<file path="config.mk">
export PLATFORM = sky130hd
export DESIGN_NAME = gate_sequencer_flat
export DESIGN_NICKNAME = d
export VERILOG_FILES = /design/src/rtl/freq_pkg.sv /design/src/rtl/gate_sequencer_if.sv /design/src/rtl/gate_sequencer_period_shadow.sv /design/src/rtl/gate_sequencer.sv /design/src/flat_wrapper.sv
export SDC_FILE = /design/constraint.sdc
export NUM_CORES = 1
export LEC_CHECK = 0
export CAP_MARGIN = 30
export CORE_MARGIN = 2
export CORE_UTILIZATION = 55
export DETAILED_ROUTE_END_ITERATION = 10
export GPL_ROUTABILITY_DRIVEN = 0
export PLACE_DENSITY = 0.8
export SLEW_MARGIN = 20
export SYNTH_ARGS = -nofsm -noshare
export SYNTH_HDL_FRONTEND = slang
export SYNTH_SLANG_ARGS = --single-unit
</file>
<file path="constraint.sdc">
create_clock -name clk -period 4.4 [get_ports clk]
set_input_delay 0.44 -clock clk [delete_from_list [all_inputs] [get_ports clk]]
set_output_delay 0.44 -clock clk [all_outputs]
set_load 0.05 [all_outputs]
</file>
<file path="src/rtl/freq_pkg.sv">
// freq_pkg: shared constants for the frequency-counter datapath.
// Gate sequencer state encodings and default gate timing.
package freq_pkg;

    // Gate sequencer states
    localparam logic [2:0] ST_IDLE    = 3'd0;
    localparam logic [2:0] ST_CLEAR   = 3'd1;
    localparam logic [2:0] ST_GATE    = 3'd2;
    localparam logic [2:0] ST_CONVERT = 3'd3;
    localparam logic [2:0] ST_LOAD    = 3'd4;

    // Gate timing shared with the frequency counter top
    localparam int GATE_BITS      = 12;
    localparam int DEFAULT_PERIOD = 1200;
    localparam int MIN_PERIOD     = 16;
    localparam int CONV_TIMEOUT   = 64;

endpackage

</file>
<file path="src/rtl/gate_sequencer_if.sv">
// gate_sequencer_if: control/status bundle between the gate sequencer
// and the period pins, edge counter, BCD converter and display.
interface gate_sequencer_if #(
    parameter int BITS = 12
);

    logic [BITS-1:0] period;
    logic            period_load;
    logic            enable;
    logic            convert_done;
    logic            count_clear;
    logic            count_en;
    logic            convert_start;
    logic            display_load;
    logic            busy;
    logic            conv_error;

    // Surrounding datapath side
    modport master (
        output period, period_load, enable, convert_done,
        input  count_clear, count_en, convert_start,
        input  display_load, busy, conv_error
    );

    // Sequencer side
    modport slave (
        input  period, period_load, enable, convert_done,
        output count_clear, count_en, convert_start,
        output display_load, busy, conv_error
    );

endinterface

</file>
<file path="src/rtl/gate_sequencer_period_shadow.sv">
// period_shadow: clamps a requested gate length to the minimum and
// holds it until the sequencer picks it up at the next CLEAR.
module period_shadow #(
    parameter int BITS           = freq_pkg::GATE_BITS,
    parameter int DEFAULT_PERIOD = freq_pkg::DEFAULT_PERIOD,
    parameter int MIN_PERIOD     = freq_pkg::MIN_PERIOD
) (
    input  logic            clk,
    input  logic            reset_n,
    input  logic [BITS-1:0] period,
    input  logic            period_load,
    output logic [BITS-1:0] shadow
);

    localparam logic [BITS-1:0] W_DEF = BITS'(DEFAULT_PERIOD);
    localparam logic [BITS-1:0] W_MIN = BITS'(MIN_PERIOD);

    logic [BITS-1:0] r_shadow;

    // Capture a clamped period whenever a load is requested
    always_ff @(posedge clk or negedge reset_n) begin
        if (!reset_n) begin
            r_shadow <= W_DEF;
        end else if (period_load) begin
            r_shadow <= (period < W_MIN) ? W_MIN : period;
        end
    end

    assign shadow = r_shadow;

endmodule

</file>
<file path="src/rtl/gate_sequencer.sv">
// gate_sequencer: measurement-window FSM (clear, gate, convert, load).
// Define GATE_TIMEOUT_EN to add the converter watchdog and conv_error.
module gate_sequencer #(
    parameter int BITS           = freq_pkg::GATE_BITS,
    parameter int DEFAULT_PERIOD = freq_pkg::DEFAULT_PERIOD,
    parameter int MIN_PERIOD     = freq_pkg::MIN_PERIOD,
    parameter int CONV_TIMEOUT   = freq_pkg::CONV_TIMEOUT
) (
    input  logic             clk,
    input  logic             reset_n,
    gate_sequencer_if.slave  bus
);

    import freq_pkg::*;

    logic [2:0]      r_state;
    logic [2:0]      w_next;
    logic [BITS-1:0] r_gate_cnt;
    logic [BITS-1:0] w_shadow;
    logic            r_count_clear;
    logic            r_count_en;
    logic            r_convert_start;
    logic            r_display_load;
    logic            r_busy;
    logic            w_done_seen;
    logic            w_timeout;

    period_shadow #(
        .BITS           (BITS),
        .DEFAULT_PERIOD (DEFAULT_PERIOD),
        .MIN_PERIOD     (MIN_PERIOD)
    ) u_shadow (
        .clk         (clk),
        .reset_n     (reset_n),
        .period      (bus.period),
        .period_load (bus.period_load),
        .shadow      (w_shadow)
    );

    // Done is ignored in the cycle that carries the start pulse
    assign w_done_seen = bus.convert_done && !r_convert_start;

`ifdef GATE_TIMEOUT_EN
    localparam int WDW = $clog2(CONV_TIMEOUT + 1);
    localparam logic [WDW-1:0] WD_LAST = WDW'(CONV_TIMEOUT - 1);

    logic [WDW-1:0] r_wd;
    logic           r_conv_error;

    assign w_timeout = (r_state == ST_CONVERT) && !w_done_seen
                       && (r_wd == WD_LAST);

    // Watchdog: cycles spent in CONVERT, cleared in any other state
    always_ff @(posedge clk or negedge reset_n) begin
        if (!reset_n) begin
            r_wd <= '0;
        end else if (r_state == ST_CONVERT) begin
            r_wd <= r_wd + WDW'(1);
        end else begin
            r_wd <= '0;
        end
    end

    // Sticky error once the converter has missed its deadline
    always_ff @(posedge clk or negedge reset_n) begin
        if (!reset_n) begin
            r_conv_error <= 1'b0;
        end else if (w_timeout) begin
            r_conv_error <= 1'b1;
        end
    end

    assign bus.conv_error = r_conv_error;
`else
    assign w_timeout      = 1'b0;
    assign bus.conv_error = 1'b0;
`endif

    // Next-state selection
    always_comb begin
        w_next = r_state;
        unique case (r_state)
            ST_IDLE: begin
                if (bus.enable) w_next = ST_CLEAR;
            end
            ST_CLEAR: begin
                w_next = ST_GATE;
            end
            ST_GATE: begin
                if (r_gate_cnt == '0) w_next = ST_CONVERT;
            end
            ST_CONVERT: begin
                if (w_done_seen) begin
                    w_next = ST_LOAD;
                end else if (w_timeout) begin
                    w_next = bus.enable ? ST_CLEAR : ST_IDLE;
                end
            end
            ST_LOAD: begin
                w_next = bus.enable ? ST_CLEAR : ST_IDLE;
            end
            default: begin
                w_next = ST_IDLE;
            end
        endcase
    end

    // State register
    always_ff @(posedge clk or negedge reset_n) begin
        if (!reset_n) begin
            r_state <= ST_IDLE;
        end else begin
            r_state <= w_next;
        end
    end

    // Gate down-counter: loaded in CLEAR, runs to zero in GATE
    always_ff @(posedge clk or negedge reset_n) begin
        if (!reset_n) begin
            r_gate_cnt <= '0;
        end else if (r_state == ST_CLEAR) begin
            r_gate_cnt <= w_shadow - BITS'(1);
        end else if (r_state == ST_GATE && r_gate_cnt != '0) begin
            r_gate_cnt <= r_gate_cnt - BITS'(1);
        end
    end

    // Outputs registered from the upcoming state
    always_ff @(posedge clk or negedge reset_n) begin
        if (!reset_n) begin
            r_count_clear   <= 1'b0;
            r_count_en      <= 1'b0;
            r_convert_start <= 1'b0;
            r_display_load  <= 1'b0;
            r_busy          <= 1'b0;
        end else begin
            r_count_clear   <= (w_next == ST_CLEAR);
            r_count_en      <= (w_next == ST_GATE);
            r_convert_start <= (w_next == ST_CONVERT)
                               && (r_state != ST_CONVERT);
            r_display_load  <= (w_next == ST_LOAD);
            r_busy          <= (w_next != ST_IDLE);
        end
    end

    assign bus.count_clear   = r_count_clear;
    assign bus.count_en      = r_count_en;
    assign bus.convert_start = r_convert_start;
    assign bus.display_load  = r_display_load;
    assign bus.busy          = r_busy;

endmodule

</file>
<file path="src/flat_wrapper.sv">
// flat-port wrapper written by rule: the top's interface ports become plain ports
module gate_sequencer_flat import freq_pkg::*;
#(
    parameter int BITS           = freq_pkg::GATE_BITS,
    parameter int DEFAULT_PERIOD = freq_pkg::DEFAULT_PERIOD,
    parameter int MIN_PERIOD     = freq_pkg::MIN_PERIOD,
    parameter int CONV_TIMEOUT   = freq_pkg::CONV_TIMEOUT
)
  (clk, reset_n, bus_period, bus_period_load, bus_enable, bus_convert_done, bus_count_clear, bus_count_en, bus_convert_start, bus_display_load, bus_busy, bus_conv_error);
  gate_sequencer_if #(.BITS(BITS)) bus_i ();
  input  logic clk;
  input  logic reset_n;
  input wire logic [$bits(bus_i.period)-1:0] bus_period;
  input wire logic [$bits(bus_i.period_load)-1:0] bus_period_load;
  input wire logic [$bits(bus_i.enable)-1:0] bus_enable;
  input wire logic [$bits(bus_i.convert_done)-1:0] bus_convert_done;
  output wire logic [$bits(bus_i.count_clear)-1:0] bus_count_clear;
  output wire logic [$bits(bus_i.count_en)-1:0] bus_count_en;
  output wire logic [$bits(bus_i.convert_start)-1:0] bus_convert_start;
  output wire logic [$bits(bus_i.display_load)-1:0] bus_display_load;
  output wire logic [$bits(bus_i.busy)-1:0] bus_busy;
  output wire logic [$bits(bus_i.conv_error)-1:0] bus_conv_error;
  assign bus_i.period = bus_period;
  assign bus_i.period_load = bus_period_load;
  assign bus_i.enable = bus_enable;
  assign bus_i.convert_done = bus_convert_done;
  assign bus_count_clear = bus_i.count_clear;
  assign bus_count_en = bus_i.count_en;
  assign bus_convert_start = bus_i.convert_start;
  assign bus_display_load = bus_i.display_load;
  assign bus_busy = bus_i.busy;
  assign bus_conv_error = bus_i.conv_error;
  gate_sequencer #(.BITS(BITS), .DEFAULT_PERIOD(DEFAULT_PERIOD), .MIN_PERIOD(MIN_PERIOD), .CONV_TIMEOUT(CONV_TIMEOUT)) u_core (.clk(clk), .reset_n(reset_n), .bus(bus_i));
endmodule
</file>
==> key figures, run 1 <==
Setup path
  – CP startpoint kind: register
  – Depth of the most critical reg-to-reg path: 7
  – Most frequent CP cell: nand2_1
  – Slowest cell on the critical path: or3b_2
  – Critical register-to-register path startpoint: u_core.r_state[2]
  – Crit path kind: register to register
  – Crit path from: u_core.r_state[2]
  – CP cell instances: or3b_2 -> a21oi_1 -> ha_1 -> nand3_1 -> nand2_1 -> nand2_1 -> a221o_1
  – RR Endpoint: u_core.r_gate_cnt[8]
  – Arrival time worst endpoint: about 3000 ps
  – Crit Path Max Fanout: 26
  – Critical Path Max Stage Delay: ~730 ps
  – End of the critical path: u_core.r_gate_cnt[8]
  – Worst path required time: 4620 ps
  – Reg-to-reg slack, setup: around 1600 ps
  – Crit. End Element: register

Synthesis
  – Post-synthesis cell type count: 46
  – Yosys top cell area share: 39.86%
  – Avg Cell Area, Syn: 9.301 sq um
  – Synth warnings: 0
  – Yosys top cell by area: dfrtp_1
  – Mux share of post-synthesis cell area: under 10%
  – Synth Area in Compound Gates: 16.51%
  – Synth Area in XOR/XNOR: 1.993%
  – Async S/R FF share, synth: 100.0%
  – EDFF count, synth: 0
  – Most numerous cell in the Yosys netlist: dfrtp_1
  – Combinational family with the most area after synthesis: simple AND/OR/NAND/NOR gates
  – Number of synthesized register bits: 32
  – Post-Syn Area: 0.001758 sq mm
  – Simple-gate portion of the synthesized area: 23.99%
  – Mapped Cells: 189
  – Sequential-to-total area share from yosys stat: 45.84%
  – Synth top cells by count: 28 x dfrtp_1, 20 x nor2_1, 19 x nand2_1, 15 x a21oi_1, 12 x nor3_1
  – Synthesized Nets: 207
  – Largest cells by area after synthesis: dfrtp_1 40%, dfstp_2 6.0%, mux2_2 5.1%, a21oi_1 4.3%, nor2_1 4.3%
  – Synth Flop Type: dfrtp_1
  – Post-Synth Adder-Cell Area: less than 1%

Placement
  – Cells after DPL: 246
  – I/O Buffers: 21
  – Dpl cell area: 0.001978 sq mm
  – Detailed Place HPWL: 2695 microns
  – Post-Place Worst Slack: around 1700 ps

Timing
  – RSZ-0062 raised after global routing: no
  – Tightest Pin Transition: 662.2 ps
  – Hold_ws: 469.6 ps
  – Relative slew slack: 55.86%
  – Tmin final: 2765 ps
  – Setup_tns: 0 ps
  – Max-slew violations: 0
  – F_max: ~360 MHz
  – Fin worst setup slack: 1635 ps
  – Final Cycle Share: 62.83%
  – Clk_skew: ~16 ps
  – Final setup violation count: 0
  – Final Hold Viols: 0

GRT
  – Met2 Resource Use GR: 36.80%
  – Met3 GRT Util: just under 7%
  – Pin count of the biggest net entering global routing: 33
  – Grt peak-use layer: met2
  – Antenna violations before repair: 0
  – Grt total ovfl: 0
  – Vias in the first global route: 1,413
  – All-Layer GR Usage: 23.39%
  – GR Util met1: 30.75%
  – Global-route wire length before repair: 6299 microns

Die
  – # rows: 20
  – I/O pin count: 23
  – Die width: 60.54 microns
  – Die height: 60.54 microns
  – Initial cell density of the core: 57.58%
  – Die area: 0.003664 sq mm
  – Core Footprint: 0.003053 sq mm

Clock tree
  – CTS sink cnt: 32
  – Cts bufs inserted: 5
  – Skew-Pair Late Insertion Delay: 340 ps
  – Clock transition at path regs: 100 ps
  – Clk buf depth: 2
  – Hold-fix buffers, CTS: 0
  – Post-CTS Setup Repair Bufs: 0
  – H-tree depth: 2
  – Post-CTS sizing: 0
  – Clock root buffer: clkbuf_4
  – CTS tree: yes

Drt
  – ANT nets after route: 0
  – Vias per cell: 6.016
  – DR iter-0 viols: 66
  – Routed wire length per instance: between 10 and 15 microns
  – Iteration count of the initial detailed-routing pass: 4
  – Post-Route WL: 3683 microns
  – Post-route DRC: 0
  – Vias post-DR: 1,522

Hold path
  – Hold Path Class: input pin to asynchronous set/reset pin

Status
  – Status: complete, no violations

Finish
  – Final net count: 227
  – Final instance area: 0.002024 sq mm
  – Layout cell share with drive strength beyond 1: about an eighth
  – Ant. Diodes: 0
  – Non-Filler Instances: 253
  – Area grow syn2layout: 15.16%
  – Fin util: 66.31%

Power
  – Max VDD drop: around 230 uV
  – Leakage: 0.8425 nW
  – P per Cell Area: ~560 mW/mm^2
  – Design Power: 1.130 mW

Run
  – # Max-Cap Violations: 0
-- routing by layer --
metal / routed length [microns] / share of wire, % / up-vias
li1: - / - / 715
met5: 0 / 0 / -
met4: 68 / 1.8 / 0
met1: 1591 / 43 / 733
met2: 1766 / 48 / 66
met3: 257 / 7.0 / 8
-- cell type report --
| cell class | instances | area (sq um) |
|---|---|---|
| clock buffer | 6 | 41.29 |
| clock inverter | 1 | 5.005 |
| fill | 256 | 1028 |
| inverter | 7 | 26.28 |
| multi-input combinational | 141 | 873.3 |
| sequential | 32 | 805.8 |
| tap | 44 | 55.05 |
| timing repair buffer | 22 | 217.7 |
-- how the worst min path moves through the flow --
stage	startpoint	endpoint	cells past startpoint
6_report	reset_n	u_core.bus.busy	2
3_3_place_gp	u_core.bus.convert_start	u_core.r_state[2]	1
4_1_cts	reset_n	u_core.r_gate_cnt[4]	2
3_5_place_dp	u_core.bus.convert_start	u_core.r_state[2]	1
5_1_grt	reset_n	u_core.bus.busy	2
2_1_floorplan	reset_n	u_core.bus.busy	0
-- cell usage in the layout, fill, tap and decap left out, types with 4 or more instances in the layout --
cell type / count
clkbuf_4: 5
dfrtp_1: 28
nor2_1: 20
o21ai_0: 11
dfstp_2: 4
nor2b_1: 4
nand2_1: 19
a21oi_1: 15
nor3_1: 12
inv_1: 7
nor4_1: 5
mux2_2: 8
clkdlybuf4s50_1: 21
nand3_1: 4
-- cells by family (layout without fill, tap and decap cells) --
group	count (synthesis)	in the layout
DFF	32	32
AOI/OAI and AO/OA	45	45
xor gates and xnor gates	4	4
other	1	1
buffers and inverters	16	36
and+or+nand+nor	80	80
muxes	10	10
adders and majority gates	1	1
-- critical path: cells and delay by family (launching register included) --
kind / cells / cell delay [ps]
simple gates: 4 / 1140
compound gates: 2 / 640
fa+ha+maj: 1 / 380
flops: 1 / 470
-- power by group --
part	leakage, nW	total [mW]	switching, mW	internal [mW]
Sequential	0.380	0.487	0.100	0.386
Combinational	0.434	0.490	0.285	0.205
Clock	0.0281	0.154	0.0948	0.0587
Total	0.843	1.13	0.480	0.650
-- flip-flops by register name, indices dropped and copies added, names as in the netlist --
signal and flops:
u_core.bus.busy 1, u_core.bus.convert_start 1, u_core.bus.count_clear 1, u_core.bus.count_en 1
u_core.bus.display_load 1, u_core.r_gate_cnt 12, u_core.r_state 3, u_core.u_shadow.shadow 12
(Power assumes the default switching activity.)
==> run 2: changes to the inputs <==
--- a/config.mk
+++ b/config.mk
@@ -7,10 +7,10 @@
 export LEC_CHECK = 0
 export CAP_MARGIN = 30
 export CORE_MARGIN = 2
-export CORE_UTILIZATION = 55
+export CORE_UTILIZATION = 54
 export DETAILED_ROUTE_END_ITERATION = 10
 export GPL_ROUTABILITY_DRIVEN = 0
-export PLACE_DENSITY = 0.8
+export PLACE_DENSITY = 0.78
 export SLEW_MARGIN = 20
 export SYNTH_ARGS = -nofsm -noshare
 export SYNTH_HDL_FRONTEND = slang
==> constraint.sdc (replaced) <==
create_clock -name clk -period 2.84 [get_ports clk]
set_input_delay 0.284 -clock clk [delete_from_list [all_inputs] [get_ports clk]]
set_output_delay 0.284 -clock clk [all_outputs]
set_load 0.05 [all_outputs]
==> run 2 against run 1 <==
Compared with the run above: clock power up 79%; fmax increased by 6.2%; wire length is 1.3% higher; utilization increased by 0.44 points; sequential power up 54%; first-iteration DRC count fell by 4.5%; global-route usage shrank 0.29 points; worst setup slack got worse by 1400 ps; critical path type unchanged.
==> key figures, run 2 (synthesis results as in run 1) <==
Status
  – Status: complete, no violations

Setup path
  – Reg-to-reg slack, setup: 240 ps
  – Crit path depth: 5
  – Crit Path Max Fanout: 19
  – CP startpoint kind: register
  – Worst path required time: 3070 ps
  – Critical Path Max Stage Delay: 580 ps
  – Most frequent CP cell: or4_4
  – CP Buf/Inv Count: 0
  – Slowest cell on the critical path: or4_4
  – Top Family by Delay on Critical Path: simple AND/OR/NAND/NOR gates
  – CP cell instances: or4_4 -> or4_4 -> o21a_1 -> nor4b_4 -> a221o_1
  – Crit. End Element: register
  – Depth of the most critical reg-to-reg path: 5
  – Crit path kind: register to register
  – Arrival time worst endpoint: 2830 ps

Finish
  – Area grow syn2layout: 16.87%
  – Commonest non-fill, non-tap cell in the layout: dfrtp_1
  – Fillcell total: 240
  – Multi-input logic area: between 800 and 900 sq um
  – Layout cell share with drive strength beyond 1: 14.62%
  – Ant. Diodes: 0
  – Non-Filler Instances: 256
  – Commonest cells after routing, fill and taps aside: 28 x dfrtp_1, 21 x clkdlybuf4s50_1, 20 x nor2_1
  – Reg area: a little over 800 sq um
  – Final net count: 229

Timing
  – Clk_skew: between 5 and 6 ps
  – Final setup violation count: 0
  – Hold_ws: 340.7 ps
  – Relative slew slack: 57.76%
  – F_max: a little under 400 MHz
  – Final Hold Viols: 0
  – Final Cycle Share: 91.64%
  – Setup_tns: 0 ps
  – Fin worst setup slack: 237.5 ps
  – Tmin final: 2603 ps
  – Max-slew violations: 0
  – RSZ-0062 raised after global routing: no
  – Tightest Pin Transition: between 600 and 700 ps

Drt
  – ANT nets after route: 0
  – Post-route DRC: 0
  – Vias per cell: 5.918
  – Iteration count of the initial detailed-routing pass: 4
  – Vias post-DR: 1,515
  – DR iter-0 viols: between 60 and 70
  – Post-Route WL: between 3000 and 4000 microns
  – Routed wire length per instance: 14.57 microns

Clock tree
  – Skew-Pair Late Insertion Delay: 330 ps
  – CTS tree: yes
  – Post-CTS sizing: 0
  – Hold-fix buffers, CTS: 0
  – Post-CTS Setup Repair Bufs: 0
  – Clock root buffer: clkbuf_4
  – H-tree depth: 2
  – CTS sink cnt: 32
  – Clock transition at path regs: about 100 ps
  – Cts bufs inserted: 5
  – Clk buf depth: 2

Die
  – # rows: 20
  – Die width: 61.06 microns
  – Die height: ~61 microns
  – I/O pin count: 23
  – Core Footprint: 0.003078 sq mm
  – Die area: 0.003728 sq mm
  – Initial cell density of the core: 57.11%

GRT
  – Pin count of the biggest net entering global routing: 33
  – Vias in the first global route: 1,430
  – Antenna violations before repair: 0
  – Global-route wire length before repair: 6403 microns
  – Grt total ovfl: 0
  – All-Layer GR Usage: about 23%

Placement
  – Post-Place Worst Slack: 260.5 ps
  – Cells after DPL: roughly 250
  – I/O Buffers: 21
  – Detailed Place HPWL: 2768 microns

Power
  – Max VDD drop: 416.7 uV
  – Leakage: ~0.86 nW
  – P per Cell Area: 874.2 mW/mm^2

Run
  – # Max-Cap Violations: 0

Hold path
  – Hold Path Class: input pin to asynchronous set/reset pin
-- run 2: per-layer routing --
metal  up-vias  part of all wire (%)  track usage, %
li1        721                     -               -
met1       729                    44           30.59
met2        58                    49           37.39
met3         7                   6.0           5.672
met4         0                   1.6           7.453
met5         -                     0               0
-- run 2: report_power, final --
group / switching (mW) / internal (mW)
clock: 0.158 / 0.118
sequential: 0.152 / 0.599
combinational: 0.446 / 0.324
total: 0.756 / 1.04
-- run 2: final timing paths --
| kind | from | endpoint |
|---|---|---|
| worst max register to register | u_core.r_gate_cnt[3] | u_core.r_gate_cnt[8] |
| min in group clk | bus_period[4] | u_core.u_shadow.shadow[4] |
| max in group asynchronous | reset_n | u_core.u_shadow.shadow[10] |
| worst max-delay path | u_core.r_gate_cnt[3] | u_core.r_gate_cnt[8] |
| worst min register to register | u_core.bus.convert_start | u_core.r_state[2] |
| worst min-delay path | reset_n | u_core.r_gate_cnt[1] |
-- run 2: final cells by class --
cell class,count,area share [%]
multi-input combinational,141,42.51
sequential,32,39.22
timing repair buffer,24,11.33
tap,44,2.680
clock buffer,6,2.497
inverter,7,1.279
clock inverter,2,0.4872
-- run 2: metrics by stage --
stage	cell area [sq um]	total power [mW]	util (%)
2_1_floorplan	1758	1.345	-
3_3_place_gp	1993	1.487	64.76
3_5_place_dp	1993	1.520	64.76
4_1_cts	2054	1.795	66.75
5_1_grt	2054	1.927	66.75
6_report	2054	1.796	66.75
==> run 3: changes to the inputs <==
--- a/config.mk
+++ b/config.mk
@@ -10,7 +10,7 @@
 export CORE_UTILIZATION = 54
 export DETAILED_ROUTE_END_ITERATION = 10
 export GPL_ROUTABILITY_DRIVEN = 0
-export PLACE_DENSITY = 0.78
+export PLACE_DENSITY = 0.88
 export SLEW_MARGIN = 20
 export SYNTH_ARGS = -nofsm -noshare
 export SYNTH_HDL_FRONTEND = slang
==> run 3 against run 2 <==
Compared with the run above: count of clock-buffer cells in the layout decreased by 1; power increased by 7.4%; sequential cell count unchanged; utilization increased by 0.98 points; clock power increased by 33%; via count decreased by 0.59%; critical endpoint is now u_core.r_gate_cnt[10]; largest cell class unchanged.
==> key figures, run 3 (synthesis results as in run 1) <==
Status
  – Status: complete, no violations

Finish
  – Area grow syn2layout: 18.58%
  – Final instance area: 0.002085 sq mm
  – Final net count: 230
  – Commonest cells after routing, fill and taps aside: 28 x dfrtp_1, 21 x clkdlybuf4s50_1, 20 x nor2_1
  – Ant. Diodes: 0
  – Layout cell share with drive strength beyond 1: 15.02%
  – Fillcell total: 238
  – Fin util: roughly 68%
  – Commonest non-fill, non-tap cell in the layout: dfrtp_1

GRT
  – Global-route wire length before repair: around 6800 microns
  – Grt total ovfl: 0
  – Antenna violations before repair: 0
  – All-Layer GR Usage: 25.50%
  – Pin count of the biggest net entering global routing: 33
  – Vias in the first global route: 1,448

Timing
  – Final setup violation count: 0
  – Tightest Pin Transition: just over 600 ps
  – Hold_ws: 298.2 ps
  – Final Cycle Share: about nine tenths
  – Tmin final: 2538 ps
  – Max-slew violations: 0
  – Clk_skew: 11.57 ps
  – Setup_tns: 0 ps
  – Final Hold Viols: 0
  – Relative slew slack: 58.39%
  – F_max: between 300 and 400 MHz
  – RSZ-0062 raised after global routing: no

Clock tree
  – Cts bufs inserted: 5
  – CTS tree: yes
  – Post-CTS sizing: 0
  – Post-CTS Setup Repair Bufs: 0
  – Skew-Pair Late Insertion Delay: 360 ps
  – Clock transition at path regs: approximately 120 ps
  – CTS sink cnt: 32
  – H-tree depth: 2
  – Clock root buffer: clkbuf_4
  – Clk buf depth: 2
  – Hold-fix buffers, CTS: 0

Setup path
  – Crit. End Element: register
  – Crit path kind: register to register
  – Worst path required time: 3080 ps
  – Crit path from: u_core.r_state[0]
  – Critical register-to-register path startpoint: u_core.r_state[0]
  – Crit Path Max Fanout: 10
  – Depth of the most critical reg-to-reg path: 7
  – RR Endpoint: u_core.r_gate_cnt[10]
  – Reg-to-reg slack, setup: 300 ps
  – Arrival time worst endpoint: 2780 ps
  – CP startpoint kind: register
  – End of the critical path: u_core.r_gate_cnt[10]

Power
  – Combinational power share: 41.9%
  – Max VDD drop: 580.2 uV
  – Leakage: 0.8707 nW
  – P per Cell Area: 925.3 mW/mm^2
  – Switching pwr: roughly 0.8 mW
  – Clock power frac: 19.1%
  – Internal power: 1.125 mW
  – Net Sw Frac: 41.69%
  – Register share of total power: 39.1%

Die
  – Die height: just over 60 microns
  – # rows: 20
  – Die area: 0.003728 sq mm
  – Core Footprint: slightly above 0.003 sq mm
  – Initial cell density of the core: a little under three fifths
  – Die width: 61.06 microns
  – I/O pin count: 23

Placement
  – Detailed Place HPWL: 2873 microns
  – Dpl cell area: 0.002001 sq mm
  – I/O Buffers: 21

Hold path
  – Hold Path Class: input pin to asynchronous set/reset pin

Drt
  – Routed wire length per instance: 16.02 microns
  – Iteration count of the initial detailed-routing pass: 4
  – ANT nets after route: 0
  – DR iter-0 viols: 86
  – Post-route DRC: 0
  – Post-Route WL: 4118 microns
  – Vias per cell: 5.860
  – Vias post-DR: 1,506

Run
  – # Max-Cap Violations: 0
## run 3: through the flow
step           cells  total power [mW]  worst slack (ps)
6_report         257             1.929             301.5
5_1_grt          257             2.051             70.99
4_1_cts          257             1.923             332.3
3_5_place_dp     249             1.536             381.0
3_3_place_gp     249             1.510             415.5
2_1_floorplan    189             1.345             148.2
## run 3: power by group through the flow
stage / clock network (mW) / logic (mW) / registers (mW)
floorplan: 0 / 0.559 / 0.786
global placement: 0 / 0.762 / 0.748
detailed placement: 0 / 0.783 / 0.753
CTS: 0.372 / 0.804 / 0.747
global route: 0.395 / 0.886 / 0.770
finish: 0.367 / 0.807 / 0.754
## run 3: cell type report
class                           count  area, sq um  share of cell area, %
Tap cell                           44        55.05                  2.641
Multi-Input combinational cell    141        873.3                  41.90
Inverter                            7        26.28                  1.261
Timing Repair Buffer               25        240.2                  11.52
Clock inverter                      3        46.29                  2.221
Clock buffer                        5        37.54                  1.801
Sequential cell                    32        805.8                  38.66
## run 3: worst min-delay path by stage
stage | from | to | slack, ps | depth (start not counted)
finish | reset_n | u_core.u_shadow.shadow[0] | 300 | 2
global route | reset_n | u_core.r_state[1] | 320 | 2
CTS | reset_n | u_core.u_shadow.shadow[0] | 310 | 2
detailed placement | u_core.bus.convert_start | u_core.bus.display_load | 480 | 1
global placement | u_core.bus.convert_start | u_core.bus.display_load | 470 | 1
floorplan | reset_n | u_core.bus.busy | -10 | 0
## run 3: worst max-delay path, cell delays in order (launching register included)
cell and delay (ps):
dfrtp_1 480, or3b_2 540, a21oi_1 240, ha_1 400
nand3_1 240, nor3_1 230, and4_1 240, nor3_2 50
## run 3: metal layers
| layer | track usage, % | wire length (microns) |
|---|---|---|
| met1 | 32.78 | 1733 |
| met2 | 41.79 | 2103 |
| met3 | 6.303 | 206 |
| met4 | 9.627 | 75 |
| met5 | 0 | 0 |
